--- src/rtl/ddr3_dll_ctrl_pkg.sv ---
// Shared types and default timing constants for the DDR3 DLL code controller.
package ddr3_dll_ctrl_pkg;

   localparam int unsigned DLL_CODE_W          = 8;
   localparam int unsigned DEF_PWRUP_WAIT      = 16;
   localparam int unsigned DEF_LOCK_TIMEOUT    = 4096;
   localparam int unsigned DEF_SETTLE_CYCLES   = 4;
   localparam int unsigned DEF_UPDATE_INTERVAL = 1024;

   typedef enum logic [3:0] {
      StOff,
      StPwrup,
      StWaitLock,
      StUpdate,
      StSettle,
      StCapture,
      StPresent,
      StTrack,
      StFail
   } ctrl_state_e;

endpackage

--- src/rtl/ddr3_sync2.sv ---
// Two-flop synchroniser for a single asynchronous level, reset to 0.
module ddr3_sync2 (
   input  logic clk,
   input  logic rst_n,
   input  logic d,
   output logic q
);

   logic meta_q;

   always_ff @(posedge clk or negedge rst_n) begin
      if (!rst_n) begin
         meta_q <= 1'b0;
         q      <= 1'b0;
      end else begin
         meta_q <= d;
         q      <= meta_q;
      end
   end

endmodule

--- src/rtl/ddr3_dll_code_ctrl.sv ---
// Sequences DLL power-up and lock, captures a stable delay code and hands it to the
// lane delay logic over a valid/ack handshake, then re-samples it while tracking.
module ddr3_dll_code_ctrl
   import ddr3_dll_ctrl_pkg::*;
#(
   parameter int unsigned PWRUP_WAIT      = DEF_PWRUP_WAIT,
   parameter int unsigned LOCK_TIMEOUT    = DEF_LOCK_TIMEOUT,
   parameter int unsigned SETTLE_CYCLES   = DEF_SETTLE_CYCLES,
   parameter int unsigned UPDATE_INTERVAL = DEF_UPDATE_INTERVAL
) (
   input  logic                  SYS_CLK,
   input  logic                  SYS_RESET_N,
   input  logic                  ENABLE,
   input  logic                  FORCE_UPDATE,
   input  logic                  DLL_LOCK,
   input  logic                  DLL_DELAY_DIFF,
   input  logic [DLL_CODE_W-1:0] DLL_CODE,
   output logic                  DLL_POWERDOWN_N,
   output logic                  DLL_CODE_UPDATE,
   output logic [DLL_CODE_W-1:0] CODE_OUT,
   output logic                  CODE_VALID,
   input  logic                  CODE_ACK,
   output logic                  READY,
   output logic                  ERROR
);

   localparam int unsigned PWR_W    = $clog2(PWRUP_WAIT + 1);
   localparam int unsigned LOCK_W   = $clog2(LOCK_TIMEOUT + 1);
   localparam int unsigned SETTLE_W = $clog2(SETTLE_CYCLES + 1);
   localparam int unsigned INTV_W   = $clog2(UPDATE_INTERVAL + 1);

   ctrl_state_e           state_q;
   logic [PWR_W-1:0]      pwr_cnt_q;
   logic [LOCK_W-1:0]     lock_cnt_q;
   logic [SETTLE_W-1:0]   settle_cnt_q;
   logic [INTV_W-1:0]     intv_cnt_q;
   logic [DLL_CODE_W-1:0] cap_q;
   logic                  cap_phase_q;
   logic                  pending_q;
   logic                  diff_q;
   logic                  lock_s;
   logic                  diff_s;
   logic                  diff_rise;
   logic                  req;

   ddr3_sync2 u_sync_lock (
      .clk   (SYS_CLK),
      .rst_n (SYS_RESET_N),
      .d     (DLL_LOCK),
      .q     (lock_s)
   );

   ddr3_sync2 u_sync_diff (
      .clk   (SYS_CLK),
      .rst_n (SYS_RESET_N),
      .d     (DLL_DELAY_DIFF),
      .q     (diff_s)
   );

   assign diff_rise = diff_s & ~diff_q;
   assign req       = FORCE_UPDATE | diff_rise;

   always_ff @(posedge SYS_CLK or negedge SYS_RESET_N) begin
      if (!SYS_RESET_N) begin
         state_q         <= StOff;
         pwr_cnt_q       <= '0;
         lock_cnt_q      <= '0;
         settle_cnt_q    <= '0;
         intv_cnt_q      <= '0;
         cap_q           <= '0;
         cap_phase_q     <= 1'b0;
         pending_q       <= 1'b0;
         diff_q          <= 1'b0;
         DLL_POWERDOWN_N <= 1'b0;
         DLL_CODE_UPDATE <= 1'b0;
         CODE_OUT        <= '0;
         CODE_VALID      <= 1'b0;
         READY           <= 1'b0;
         ERROR           <= 1'b0;
      end else begin
         DLL_CODE_UPDATE <= 1'b0;
         diff_q          <= diff_s;
         // Later clears on entry to UPDATE override this set.
         if (req && state_q != StOff && state_q != StFail) begin
            pending_q <= 1'b1;
         end

         if (!ENABLE) begin
            state_q         <= StOff;
            DLL_POWERDOWN_N <= 1'b0;
            CODE_VALID      <= 1'b0;
            READY           <= 1'b0;
            ERROR           <= 1'b0;
            pending_q       <= 1'b0;
         end else if (!lock_s && state_q inside {StUpdate, StSettle, StCapture, StPresent,
                                                 StTrack}) begin
            state_q    <= StWaitLock;
            lock_cnt_q <= '0;
            CODE_VALID <= 1'b0;
            READY      <= 1'b0;
         end else begin
            unique case (state_q)
               StOff: begin
                  state_q   <= StPwrup;
                  pwr_cnt_q <= '0;
               end
               StPwrup: begin
                  if (pwr_cnt_q == PWR_W'(PWRUP_WAIT - 1)) begin
                     state_q         <= StWaitLock;
                     lock_cnt_q      <= '0;
                     DLL_POWERDOWN_N <= 1'b1;
                  end else begin
                     pwr_cnt_q <= pwr_cnt_q + 1'b1;
                  end
               end
               StWaitLock: begin
                  if (lock_s) begin
                     state_q         <= StUpdate;
                     DLL_CODE_UPDATE <= 1'b1;
                     pending_q       <= 1'b0;
                  end else if (lock_cnt_q == LOCK_W'(LOCK_TIMEOUT - 1)) begin
                     state_q         <= StFail;
                     ERROR           <= 1'b1;
                     DLL_POWERDOWN_N <= 1'b0;
                  end else begin
                     lock_cnt_q <= lock_cnt_q + 1'b1;
                  end
               end
               StUpdate: begin
                  state_q      <= StSettle;
                  settle_cnt_q <= '0;
               end
               StSettle: begin
                  if (settle_cnt_q == SETTLE_W'(SETTLE_CYCLES - 1)) begin
                     state_q     <= StCapture;
                     cap_phase_q <= 1'b0;
                  end else begin
                     settle_cnt_q <= settle_cnt_q + 1'b1;
                  end
               end
               StCapture: begin
                  if (!cap_phase_q) begin
                     cap_q       <= DLL_CODE;
                     cap_phase_q <= 1'b1;
                  end else if (DLL_CODE != cap_q) begin
                     state_q      <= StSettle;
                     settle_cnt_q <= '0;
                  end else if (!READY || DLL_CODE != CODE_OUT) begin
                     state_q    <= StPresent;
                     CODE_OUT   <= DLL_CODE;
                     CODE_VALID <= 1'b1;
                  end else begin
                     state_q    <= StTrack;
                     intv_cnt_q <= INTV_W'(UPDATE_INTERVAL);
                  end
               end
               StPresent: begin
                  if (CODE_ACK) begin
                     state_q    <= StTrack;
                     intv_cnt_q <= INTV_W'(UPDATE_INTERVAL);
                     CODE_VALID <= 1'b0;
                     READY      <= 1'b1;
                  end
               end
               StTrack: begin
                  if (intv_cnt_q == '0 || pending_q) begin
                     state_q         <= StUpdate;
                     DLL_CODE_UPDATE <= 1'b1;
                     pending_q       <= 1'b0;
                  end else begin
                     intv_cnt_q <= intv_cnt_q - 1'b1;
                  end
               end
               StFail: begin
                  state_q <= StFail;
               end
               default: begin
                  state_q <= StOff;
               end
            endcase
         end
      end
   end

endmodule

--- config.mk ---
export PLATFORM = sky130hd
export DESIGN_NAME = ddr3_dll_code_ctrl
export DESIGN_NICKNAME = d
export VERILOG_FILES = /design/src/rtl/ddr3_dll_ctrl_pkg.sv /design/src/rtl/ddr3_sync2.sv /design/src/rtl/ddr3_dll_code_ctrl.sv
export SDC_FILE = /design/constraint.sdc
export NUM_CORES = 1
export LEC_CHECK = 0
export ABC_CLOCK_PERIOD_IN_PS = 3030
export BUFFER_PORTS_ARGS = -buffer_cell sky130_fd_sc_hd__buf_2
export CAP_MARGIN = 20
export CORE_ASPECT_RATIO = 0.8
export CORE_MARGIN = 10
export CORE_UTILIZATION = 60
export CTS_BUF_LIST = sky130_fd_sc_hd__clkbuf_4 sky130_fd_sc_hd__clkbuf_8 sky130_fd_sc_hd__clkbuf_16
export DETAILED_ROUTE_END_ITERATION = 8
export PLACE_DENSITY = 0.8
export SETUP_SLACK_MARGIN = 0.1
export SYNTH_ARGS = -nofsm -noshare
export SYNTH_HDL_FRONTEND = slang
export SYNTH_SLANG_ARGS = --single-unit
export TNS_END_PERCENT = 20
--- constraint.sdc ---
create_clock -name SYS_CLK -period 3.03 [get_ports SYS_CLK]
set_input_delay 0.606 -clock SYS_CLK [delete_from_list [all_inputs] [get_ports SYS_CLK]]
set_output_delay 0.606 -clock SYS_CLK [all_outputs]
set_load 0.02 [all_outputs]
**Word-level counts from Yosys, hierarchy flattened**

Cells that the tools add are included.

- Register bits after elaboration: 64
- Input bits: 15
- Output and inout port bits: 13
- Logic and storage cells: 166

- Add/sub/neg operators: 4
- Equal/unequal tests: 45
- Multiplexer cells: 64
- Bitwise operators: 6
- Reduce and logical (&&, ||, !) cells: 28

Operators by type and width:

| operator | count |
|---|---|
| 2-to-1 mux 11 bit | 5 |
| 2-to-1 mux 13 bit | 4 |
| 2-to-1 mux 4 bit | 9 |
| case mux 4 bit (9 select lines) | 1 |
| case mux 11 bit (3 select lines) | 1 |
| 2-to-1 mux 1 bit | 31 |
| case mux 13 bit (2 select lines) | 1 |
| != test 2 bit, second input constant | 9 |
| != test 3 bit, second input constant | 6 |
| AND reduction 6 bit | 3 |
| == test 4 x 3 -> 1 bit, second input constant | 4 |
| != test 8 bit | 2 |
| AND reduction 4 bit | 4 |
| AND reduction 5 bit | 3 |
| adder 13 x 1 -> 13 bit, second input constant | 1 |
| == test 13 x 12 -> 1 bit, second input constant | 1 |
| != test 4 x 2 -> 1 bit, second input constant | 3 |
| != test 4 bit, second input constant | 3 |
| logical NOT 11 bit | 1 |
| subtractor 11 x 1 -> 11 bit, second input constant | 1 |
| case mux 1 bit (2 select lines) | 5 |
| case mux 5 bit (2 select lines) | 1 |
| 2-to-1 mux 3 bit | 3 |
| != test 3 x 1 -> 1 bit, second input constant | 3 |
| other kinds (27) | 42 |

**Logic depth before layout (Yosys ltp)**

- Depth after elaboration: 10
- Gate-level depth with buffers: 8
- Mapped depth without buffers: 8

**Cells and area by module**

From an unflattened synthesis, not the netlist that was laid out.

- Cell total of the unflattened synthesis: 355
- Area total of the unflattened synthesis: 3455.8 µm²

Modules (own cells, without submodules):

| module | instances | cells each | area an instance (µm²) | sequential area each (µm²) |
|---|---|---|---|---|
| ddr3_dll_code_ctrl | 1 | 351 | 3355.7 | 1501.4 |
| ddr3_sync2 | 2 | 2 | 50.0 | 50.0 |

**Worst setup path after synthesis**

No wires, ideal clock.

- Path type: input-to-reg
- Start point: input port DLL_CODE[6]
- End point: register CODE_OUT[0]
- Library setup time: 0.125 ns
- Data arrival time: 2.000 ns
- Required time: 2.905 ns
- Setup slack: 0.905 ns
- Stages on the path: 6
- Buffers on the path: 1
- Cell sequence: xnor2_1 nand4_1 or2_2 clkbuf_1 nor3b_4 mux2_2

- Longest elaborated chain between the ends: 3
- Elaborated cells on any way between the ends: 5
- Classes of those cells: 2 x eq/ne; 1 x bitwise; 2 x reduce/logical

Ends and longest elaborated chain:

| what | line | text |
|---|---|---|
| start, declared | ddr3_dll_code_ctrl.sv:17 | `input logic [DLL_CODE_W-1:0] DLL_CODE,` |
| != test 8 bit (on tied branches) | ddr3_dll_code_ctrl.sv:148, ddr3_dll_code_ctrl.sv:145 |  |
| logical OR 1 bit or inverter 1 bit (tied branches) | -- |  |
| AND reduction 6 bit (no line) (*) | -- |  |
| end signal, assigned | ddr3_dll_code_ctrl.sv:76 | `CODE_OUT <= '0;` |
| end signal, assigned | ddr3_dll_code_ctrl.sv:150 | `CODE_OUT <= DLL_CODE;` |
| end, declared | ddr3_dll_code_ctrl.sv:20 | `output logic [DLL_CODE_W-1:0] CODE_OUT,` |

Every way passes the cells marked *; elsewhere a longest branch is shown, timed or not.
A chain may end at the register's enable or synchronous reset.

**Final worst setup path**

- Start point: register state_q[0]
- End point: register state_q[2]

- Longest elaborated chain between the ends: 5
- Elaborated cells on any way between the ends: 21
- Classes of those cells: 14 x eq/ne; 3 x mux; 4 x reduce/logical

Ends and longest elaborated chain:

| what | line | text |
|---|---|---|
| start, declared | ddr3_dll_code_ctrl.sv:32 | `ctrl_state_e state_q;` |
| start signal, assigned | ddr3_dll_code_ctrl.sv:65 | `state_q <= StOff;` |
| start signal, assigned | ddr3_dll_code_ctrl.sv:89 | `state_q <= StOff;` |
| start signal, assigned | ddr3_dll_code_ctrl.sv:97 | `state_q <= StWaitLock;` |
| == test 4 x 2 -> 1 bit or == test 4 x 3 -> 1 bit (tied branches) | ddr3_dll_code_ctrl.sv:95, ddr3_dll_code_ctrl.sv:102 |  |
| nonzero test 5 bit | ddr3_dll_code_ctrl.sv:95 | `end else if (!lock_s && state_q inside {StUpdate, StSettle, StCapture, StPresent,` |
| logical AND 1 bit | ddr3_dll_code_ctrl.sv:95 |  |
| != test 5 x 4 -> 1 bit (no line) (tied with other cells) | -- |  |
| AND reduction 6 bit (no line) or 2-to-1 mux 4 bit (tied branches) | -- |  |

Parallel ways exist; a longest one is shown, timed or not.

==> results.tsv <==
metric	value	unit
layout.area.seq	0.00160	mm2
gp_congestion	0.835	
first_pass_iters	6	
syn_nets	400	
clkLatencyLatePin	0.35	ns
grt_pass1_vias	2959	
final_core_util	68.8	%
synth_edf_count	0	
hp-class	in2async	
nets	430	
finalCritPeriodShare	83.9	%
ys_ff_latch	64	
maxCapViolations	0	
synth_area_leaders	dfrtp_1, mux2_2, xnor2_1, nand2_1, o21ai_0	
vias_per_cell	6.22	
fp.dieW	107	um
post_cts_buffers	0	
setup_viol	0	
irDropWorstVdd	0.458	mV
cts-root-buf	clkbuf_8	
r2r_setup_slack	0.49	ns
final-hold-violation-count	0	
setup-tns-final	0	ns
drive_gt1_share	18.4	%
cts_max_level	3	
syn_avg_cell_area	9.59	um2
gr-total-overflow	0	
drtAntennaViolNets	0	
synth_flop_cell	dfrtp_1	
routed_wl	8.25	mm
n_antenna_cell	0	
rr_worst_depth	5	
power	2670	uW
drc	0	
p_per_area	659	mW/mm2
port_buffers	27	
p_leak	0.00178	uW
yosysMostFrequentCell	dfrtp_1	
synth_cells	378	
row_count	25	
clkTransAtPathRegs	0.07	ns
fin_crit	2.54	ns
antenna_found_initial	0	
grt_use_met1	22.9	%
stdcell_count	494	
die_y	89.5	um
async_flop_share	100	%
start_util	61.6	%
die_area	0.00957	mm2
cts_tree	done	
track_usage	18.1	%
clock_path_buffers	2	
grt_max_degree	37	
hold_buffers	0	
r2r_start	state_q[0]	
area_delta_synth_final	11.7	%
dp_cells	478	
rsz0062_at_grt	no	
clock_skew	0.00922	ns
drtIter0Drc	293	
grtUsageMet3	4.97	%
grt_pass1_wl	14.0	mm
startpoint_type	flop	
coreArea	0.00588	mm2
status	completed	
worst-path-max-fanout	21	
cts_buffers	9	
multiInputGateArea	0.00189	mm2
synth_area	0.00362	mm2
ys_warn_count	0	
synth_top_cell_area_share	44.2	%
n_fill_cell	482	
num_io_pins	28	
grtUsageMet2	29.1	%
post_drt_wl_per_cell	16.7	um
maxSlewViolCount	0	
cts_repair_resize_count	0	
synth_area_leader_cell	dfrtp_1	
busiest_layer	met2	
required	3.25	ns
reg2reg_to	state_q[2]	
ys_seq_area_share	44.2	%
max_freq	0.393	GHz
synthTopCellsByCount	dfrtp_1, nand2_1, nor2_1, o21ai_0, mux2_2	
cp.arrival	2.76	ns
hpwl	5.99	mm
critical_path_class	reg2reg	
slew_headroom	43.7	%
endpoint_kind	flop	
vias	3072	
tightest_slew	0.837	ns
synth.distinct_cells	58	
cts_sinks	64	
==> through the flow <==
step | hold WS (ns) | area [um2] | setup slack, ns
floorplan | 0.310 | 3620 | 0.905
global placement | 0.333 | 3840 | 0.560
detailed placement | 0.339 | 3840 | 0.537
CTS | 0.353 | 4050 | 0.544
global route | 0.355 | 4050 | 0.141
finish | 0.345 | 4050 | 0.488
==> metal layers <==
layer  wire, um  share of wire, %
met4        123               1.5
met2       3830                46
met3        551               6.7
met5          0                 0
met1       3740                45
==> power by group <==
part	internal [uW]	leakage (uW)	total, uW	switching [uW]
Clock	441	0.000110	760	319
Sequential	986	0.000859	1160	176
Combinational	307	0.000810	746	439
Total	1730	0.00178	2670	933
==> how the worst max path moves through the flow <==
stage                      startpoint            end  slack (ns)  cells past startpoint
after global placement         ENABLE  intv_cnt_q[5]        0.56                      6
after floorplan           DLL_CODE[6]    CODE_OUT[0]        0.91                      6
after detailed placement       ENABLE  intv_cnt_q[6]        0.54                      6
after global routing       state_q[0]     state_q[2]        0.14                      5
after CTS                  state_q[0]     state_q[2]        0.54                      5
final                      state_q[0]     state_q[2]        0.49                      5
==> cells by family (layout without fill, tap and decap cells) <==
logic type,after synthesis,in the layout,synth area share [%]
multiplexers,21,21,6.46
flip-flops,64,64,44.2
buffers and inverters,29,64,3.56
AND/OR/NAND/NOR,139,139,20.8
adder cells (fa/ha/maj),7,7,2.42
AO/OA/AOI/OAI,101,101,18.4
XOR/XNOR,17,17,4.11
==> worst max-delay path, stage by stage (launching register included) <==
cell and delay, ns:
dfrtp_1 0.76, nor3b_1 0.67, o21ai_0 0.24, o211ai_1 0.19
a21oi_1 0.14, a2111oi_0 0.40
==> final cells by class <==
type	instances	area share, %
sequential	64	39.6
multi-input combinational	285	46.8
clock inverter	3	0.989
inverter	16	1.48
timing repair buffer	32	4.57
clock buffer	13	4.11
tap	81	2.50
==> placed cells by master (no fill, tap or decap), types with 3 or more instances in the layout <==
cell      count
a21boi_0      5
o22a_1        4
nand4_1       8
and3_1        3
dfrtp_1      64
or3_1         5
ha_1          7
o211ai_1      3
nand2b_1      6
clkbuf_8     11
a211o_1       3
o31ai_1       5
nor2b_1       3
nor2_1       23
buf_2        27
or4_1         3
o21a_1        3
buf_4         4
a21oi_1      18
nand2_1      36
inv_1        16
nor3_1       15
nor4_1        4
xnor2_1      17
or2_2         4
a31oi_1      15
mux2_2       19
nand3_1      12
o21ai_0      23
nor3b_1       5
==> flip-flops by register name, summed over array words and instances (netlist names) <==
name and cells:
lock_cnt_q 13, intv_cnt_q 11, CODE_OUT 8, cap_q 8, pwr_cnt_q 5, state_q 4, settle_cnt_q 3, CODE_VALID 1
DLL_CODE_UPDATE 1, DLL_POWERDOWN_N 1, ERROR 1, READY 1, cap_phase_q 1, diff_q 1, pending_q 1, u_sync_diff.meta_q 1
u_sync_diff.q 1, u_sync_lock.meta_q 1, u_sync_lock.q 1
Power figures use the tool's default switching activity.
